[config.mk]
export PLATFORM = sky130hd
export DESIGN_NAME = multicycle_control
export DESIGN_NICKNAME = d
export VERILOG_FILES = /design/src/rtl/multicycle_control.sv
export SDC_FILE = /design/constraint.sdc
export NUM_CORES = 1
export LEC_CHECK = 0
export CAP_MARGIN = 30
export CELL_PAD_IN_SITES_DETAIL_PLACEMENT = 0
export CELL_PAD_IN_SITES_GLOBAL_PLACEMENT = 1
export CORE_MARGIN = 1.5
export CORE_UTILIZATION = 33
export DETAILED_ROUTE_END_ITERATION = 8
export PLACE_DENSITY = 0.9
export RECOVER_POWER = 100
export SETUP_SLACK_MARGIN = 0.2
export SYNTH_ARGS = -nofsm -noshare
export SYNTH_HDL_FRONTEND = slang
export SYNTH_SLANG_ARGS = --single-unit
[constraint.sdc]
create_clock -name clk -period 1.79 [get_ports clk]
set_input_delay 0.179 -clock clk [delete_from_list [all_inputs] [get_ports clk]]
set_output_delay 0.179 -clock clk [all_outputs]
set_load 0.02 [all_outputs]
[src/rtl/multicycle_control.sv]
// Multi-cycle RV32 subset controller: sequences fetch/decode/execute/memory/writeback,
// drives datapath selects and strobes, and counts retired instructions.
module multicycle_control #(
   parameter int COUNT_W = 32
) (
   input  logic               clk,
   input  logic               rst,
   input  logic [6:0]         opcode,
   input  logic [2:0]         funct3,
   input  logic [6:0]         funct7,
   input  logic               zero,
   input  logic               mem_ready,
   output logic               pc_write,
   output logic               pc_src,
   output logic               ir_write,
   output logic               iord,
   output logic               mem_read,
   output logic               mem_write,
   output logic               reg_write,
   output logic               mem_to_reg,
   output logic               alu_src_a,
   output logic               illegal,
   output logic               retire,
   output logic [1:0]         alu_src_b,
   output logic [3:0]         alu_ctl,
   output logic [3:0]         state,
   output logic [COUNT_W-1:0] instret
);

   typedef enum logic [3:0] {
      S_FETCH    = 4'd0,
      S_DECODE   = 4'd1,
      S_EXEC_R   = 4'd2,
      S_EXEC_I   = 4'd3,
      S_MEM_ADDR = 4'd4,
      S_MEM_RD   = 4'd5,
      S_MEM_WR   = 4'd6,
      S_WB_ALU   = 4'd7,
      S_WB_MEM   = 4'd8,
      S_BRANCH   = 4'd9,
      S_TRAP     = 4'd15
   } state_t;

   localparam logic [3:0] ALU_ADD = 4'b0010;
   localparam logic [3:0] ALU_SUB = 4'b0110;
   localparam logic [3:0] ALU_AND = 4'b0000;
   localparam logic [3:0] ALU_OR  = 4'b0001;

   localparam logic [6:0] OP_R      = 7'b0110011;
   localparam logic [6:0] OP_I      = 7'b0010011;
   localparam logic [6:0] OP_LOAD   = 7'b0000011;
   localparam logic [6:0] OP_STORE  = 7'b0100011;
   localparam logic [6:0] OP_BRANCH = 7'b1100011;

   state_t state_r;
   state_t state_nx;

   logic is_add;
   logic is_sub;
   logic is_and;
   logic is_or;
   logic r_legal;

   // R-type function decode; opcode is held stable through the instruction
   assign is_add  = (opcode == OP_R) && ({funct7, funct3} == {7'b0000000, 3'b000});
   assign is_sub  = (opcode == OP_R) && ({funct7, funct3} == {7'b0100000, 3'b000});
   assign is_and  = (opcode == OP_R) && ({funct7, funct3} == {7'b0000000, 3'b111});
   assign is_or   = (opcode == OP_R) && ({funct7, funct3} == {7'b0000000, 3'b110});
   assign r_legal = is_add | is_sub | is_and | is_or;

   assign state = state_r;

   always_ff @(posedge clk) begin
      if (rst) begin
         state_r <= S_FETCH;
         instret <= '0;
      end else begin
         state_r <= state_nx;
         if (retire)
            instret <= instret + COUNT_W'(1);
      end
   end

   always_comb begin
      state_nx   = state_r;
      pc_write   = 1'b0;
      pc_src     = 1'b0;
      ir_write   = 1'b0;
      iord       = 1'b0;
      mem_read   = 1'b0;
      mem_write  = 1'b0;
      reg_write  = 1'b0;
      mem_to_reg = 1'b0;
      alu_src_a  = 1'b0;
      illegal    = 1'b0;
      retire     = 1'b0;
      alu_src_b  = 2'b00;
      alu_ctl    = ALU_AND;

      unique case (state_r)
         S_FETCH: begin
            mem_read  = 1'b1;
            alu_src_b = 2'b01;
            alu_ctl   = ALU_ADD;
            if (mem_ready) begin
               ir_write = 1'b1;
               pc_write = 1'b1;
               state_nx = S_DECODE;
            end
         end
         S_DECODE: begin
            alu_src_b = 2'b11;
            alu_ctl   = ALU_ADD;
            if (r_legal)
               state_nx = S_EXEC_R;
            else if ((opcode == OP_I) && (funct3 == 3'b000))
               state_nx = S_EXEC_I;
            else if (((opcode == OP_LOAD) || (opcode == OP_STORE)) && (funct3 == 3'b010))
               state_nx = S_MEM_ADDR;
            else if ((opcode == OP_BRANCH) && (funct3 == 3'b000))
               state_nx = S_BRANCH;
            else
               state_nx = S_TRAP;
         end
         S_EXEC_R: begin
            alu_src_a = 1'b1;
            alu_src_b = 2'b00;
            if (is_sub)
               alu_ctl = ALU_SUB;
            else if (is_and)
               alu_ctl = ALU_AND;
            else if (is_or)
               alu_ctl = ALU_OR;
            else
               alu_ctl = ALU_ADD;
            state_nx = S_WB_ALU;
         end
         S_EXEC_I: begin
            alu_src_a = 1'b1;
            alu_src_b = 2'b10;
            alu_ctl   = ALU_ADD;
            state_nx  = S_WB_ALU;
         end
         S_WB_ALU: begin
            reg_write = 1'b1;
            retire    = 1'b1;
            state_nx  = S_FETCH;
         end
         S_MEM_ADDR: begin
            alu_src_a = 1'b1;
            alu_src_b = 2'b10;
            alu_ctl   = ALU_ADD;
            state_nx  = (opcode == OP_LOAD) ? S_MEM_RD : S_MEM_WR;
         end
         S_MEM_RD: begin
            mem_read = 1'b1;
            iord     = 1'b1;
            if (mem_ready)
               state_nx = S_WB_MEM;
         end
         S_WB_MEM: begin
            reg_write  = 1'b1;
            mem_to_reg = 1'b1;
            retire     = 1'b1;
            state_nx   = S_FETCH;
         end
         S_MEM_WR: begin
            mem_write = 1'b1;
            iord      = 1'b1;
            if (mem_ready) begin
               retire   = 1'b1;
               state_nx = S_FETCH;
            end
         end
         S_BRANCH: begin
            alu_src_a = 1'b1;
            alu_src_b = 2'b00;
            alu_ctl   = ALU_SUB;
            pc_src    = 1'b1;
            pc_write  = zero;
            retire    = 1'b1;
            state_nx  = S_FETCH;
         end
         S_TRAP: begin
            illegal  = 1'b1;
            state_nx = S_TRAP;
         end
         // Unused encodings are treated as a corrupted controller
         default: begin
            state_nx = S_TRAP;
         end
      endcase
   end

endmodule

==> metrics.md <==
| Metric | Value |
|---|---|
| Outcome | complete, but fails checks |
| Failing checks | DRC, setup timing |
| FF-to-FF path depth | 9 |
| Crit path max fanout | 3 |
| Post-synthesis cell count | 280 |
| Worst-skew pair later-pin latency | just under 300 ps |
| Antenna fix cells | 0 |
| Total CTS buffers | 5 |
| Global Route met2 Usage | 0.407 |
| Main synth FF type | dfxtp_1 |
| Register area share after synthesis | 0.327 |
| Worst setup margin | -57.0 ps |
| RSZ-0062 raised after global routing | true |
| Peak Freq | 541 MHz |
| Max Cap Viol | 0 |
| Gr ovfl total | 0 |
| Routability-driven placement congestion ratio | approximately 0.83 |
| DRT iter0 DRCs | roughly 210 |
| # IOs | 74 |
| Post-synth EDFFs | 0 |
| Setup violations, final | 4 |
| Largest net degree at the start of global routing | 26 |
| Post-DP HPWL | roughly 5 mm |
| GR Util All Layers | 0.225 |
| Post-synthesis register bit count | 36 |
| Vias in the first global route | ~2700 |
| Initial antenna violation count | 0 |
| Final wirelength | between 9 and 10 mm |
| Hold-fix buffers, CTS | 0 |
| Post-Syn Nets | slightly above 300 |
| CTS Sinks | 36 |
| Root Driver | clkbuf_8 |
| Die X | 84.8 um |
| Synth unique cells | 55 |
| CTS tree | built |
| Routed WL per cell | between 15 and 20 um |
| Routed Antenna Nets | 0 |
| Crit path kind | input pin to output port |
| Num rows | 29 |
| Via/cell ratio | between 5 and 6 |
| Initial Utilization | 0.343 |
| Final Hold Vio Count | 0 |
| Placed Cells | roughly 460 |
| Fin area | around 0.0044 sq mm |
| Data required, critical path | 1610 ps |
| Drt drc | 2 |
| Async SR Flop Fraction | 0 |
| Die height | between 80 and 90 um |
| Max Buffers Root-to-Sink | 2 |
| CTS clock-pin slew for the worst setup and hold paths | 70 ps |
| Detailed Routing Iterations Pass 1 | 6 |
| Met3 Resource Use GR | 0.0452 |
| Non-filler instance count after layout | 509 |
| Worst min path class | input pin to flop |
| Via Count | ~2900 |
| First-pass GRT wire length | roughly 13 mm |
| Die footprint | slightly above 0.007 sq mm |
| Post-DP Area | approximately 0.0035 sq mm |
| Yosys warns | 0 |
| Hold Path Cell Cnt | 5 |
| Synthesized area | 0.00221 sq mm |
| Fraction of layout cells with a size suffix above 1 | 0.491 |
| Core outline area | 0.00642 sq mm |
| PortBufs | 72 |
| PwrDens | 1050 mW/mm^2 |
| Commonest non-fill, non-tap cell in the layout | buf_4 |
| Clk_skew | ~7.2 ps |
| Startpoint Class | input pin |
| CP arrival | roughly 1700 ps |
| CTS H-tree lvls | 2 |
| Gr busiest metal | met2 |
| Tmin final | roughly 1800 ps |
| Final Cycle Share | 1.03 |
| Commonest non-fill, non-tap cells in the layout | buf_4, nor2_1, buf_6, dlygate4sd3_1, nand4_1 |
| Area delta synth->final | 101% |
| Nets | approximately 450 |
| Syn avg cell area | 7.88 sq um |
| Setup crit end kind | output port |
| Fin. max-slew vios | 0 |
| Leakage | between 1.5 and 2 nW |
| Worst vdd ir | just over 500 uV |
| GR Layer Usage met1 | 0.254 |
timing repair:
action                                 in CTS  in global routing
gates cloned                                3                  0
resized for setup                         161                 78
pin swaps                                  22                 33
endpoints found under the hold margin       0                  0
buffers inserted                           25                 14
setup endpoints to repair                  55                 43
state kept, by name, summed over array words and instances (netlist names):
| name | count |
|---|---|
| instret | 32 |
| state | 4 |
power by group:
group | internal, mW | switching [mW] | total, mW
combinational | 1.54 | 1.58 | 3.12
sequential | 0.872 | 0.103 | 0.975
clock | 0.274 | 0.303 | 0.576
stage by stage:
step / hold WS [ps] / power (mW) / setup WS (ps) / util / TNS, ps
after floorplan: 351 / 2.11 / 122 / - / 0
after global placement: 491 / 2.98 / -737 / 0.549 / -6100
after detailed placement: 505 / 3.00 / -776 / 0.549 / -6680
after CTS: 519 / 3.94 / -41.7 / 0.631 / -41.7
after global routing: 521 / 4.84 / -131 / 0.692 / -557
final: 490 / 4.67 / -57.0 / 0.692 / -140
cell usage after synthesis, types with 3 or more instances:
cell type | n | share of area
nor2_1 | 44 | 0.075
a21oi_1 | 10 | 0.023
nand2_1 | 22 | 0.037
nand3_1 | 13 | 0.029
and3_1 | 3 | 0.0085
xnor2_1 | 12 | 0.048
dfxtp_1 | 36 | 0.33
buf_2 | 3 | 0.0068
inv_1 | 7 | 0.012
or4_1 | 3 | 0.010
nand4_1 | 18 | 0.051
xor2_1 | 19 | 0.075
o22ai_1 | 3 | 0.0085
nor3_1 | 7 | 0.016
nor4_2 | 5 | 0.028
nor2b_1 | 3 | 0.0085
buf_1 | 3 | 0.0051
or3_1 | 4 | 0.011
nand2b_1 | 5 | 0.014
o21ai_0 | 4 | 0.0091
clkbuf_1 | 8 | 0.014
nor4_1 | 7 | 0.020
cells by family (layout without fill, tap and decap cells):
logic type                 after synthesis  count (layout)  synth area share
other                                    1               1           0.00170
adders and majority gates                1               1           0.00567
buffers and inverters                   24             175            0.0511
and+or+nand+nor                        149             149             0.362
AOI/OAI and AO/OA                       36              37             0.120
muxes                                    2               2           0.00908
xor gates and xnor gates                31              31             0.123
DFF                                     36              36             0.327
critical path, stage by stage:
cell and delay [ps]:
clkdlybuf4s15_1 170, or3b_4 410, nor4_4 360, a41oi_2 180, a21oi_2 150, o22ai_2 80
buf_6 130
worst paths after layout:
check	startpoint	endpoint	slack [ps]
worst max-delay path	funct7[2]	alu_ctl[1]	-60
worst min-delay path	opcode[5]	state[2]	490
worst max register to register	state[3]	state[0]	-10
worst min register to register	instret[11]	instret[11]	520
cell type report:
cell class | count | area [sq um]
Clock buffer | 7 | 76.3
Clock inverter | 1 | 5.00
Fill cell | 424 | 1980
Inverter | 7 | 28.8
Multi-Input combinational cell | 221 | 1960
Sequential cell | 36 | 790
Tap cell | 77 | 96.3
Timing Repair Buffer | 160 | 1490
metal layers:
layer	part of all wire	wire length (um)	vias up
li1	-	-	1313
met1	0.38	3570	1390
met2	0.52	4940	123
met3	0.065	617	32
met4	0.042	397	0
met5	0	0	-
Note: power is estimated with default switching activity, not from simulation.
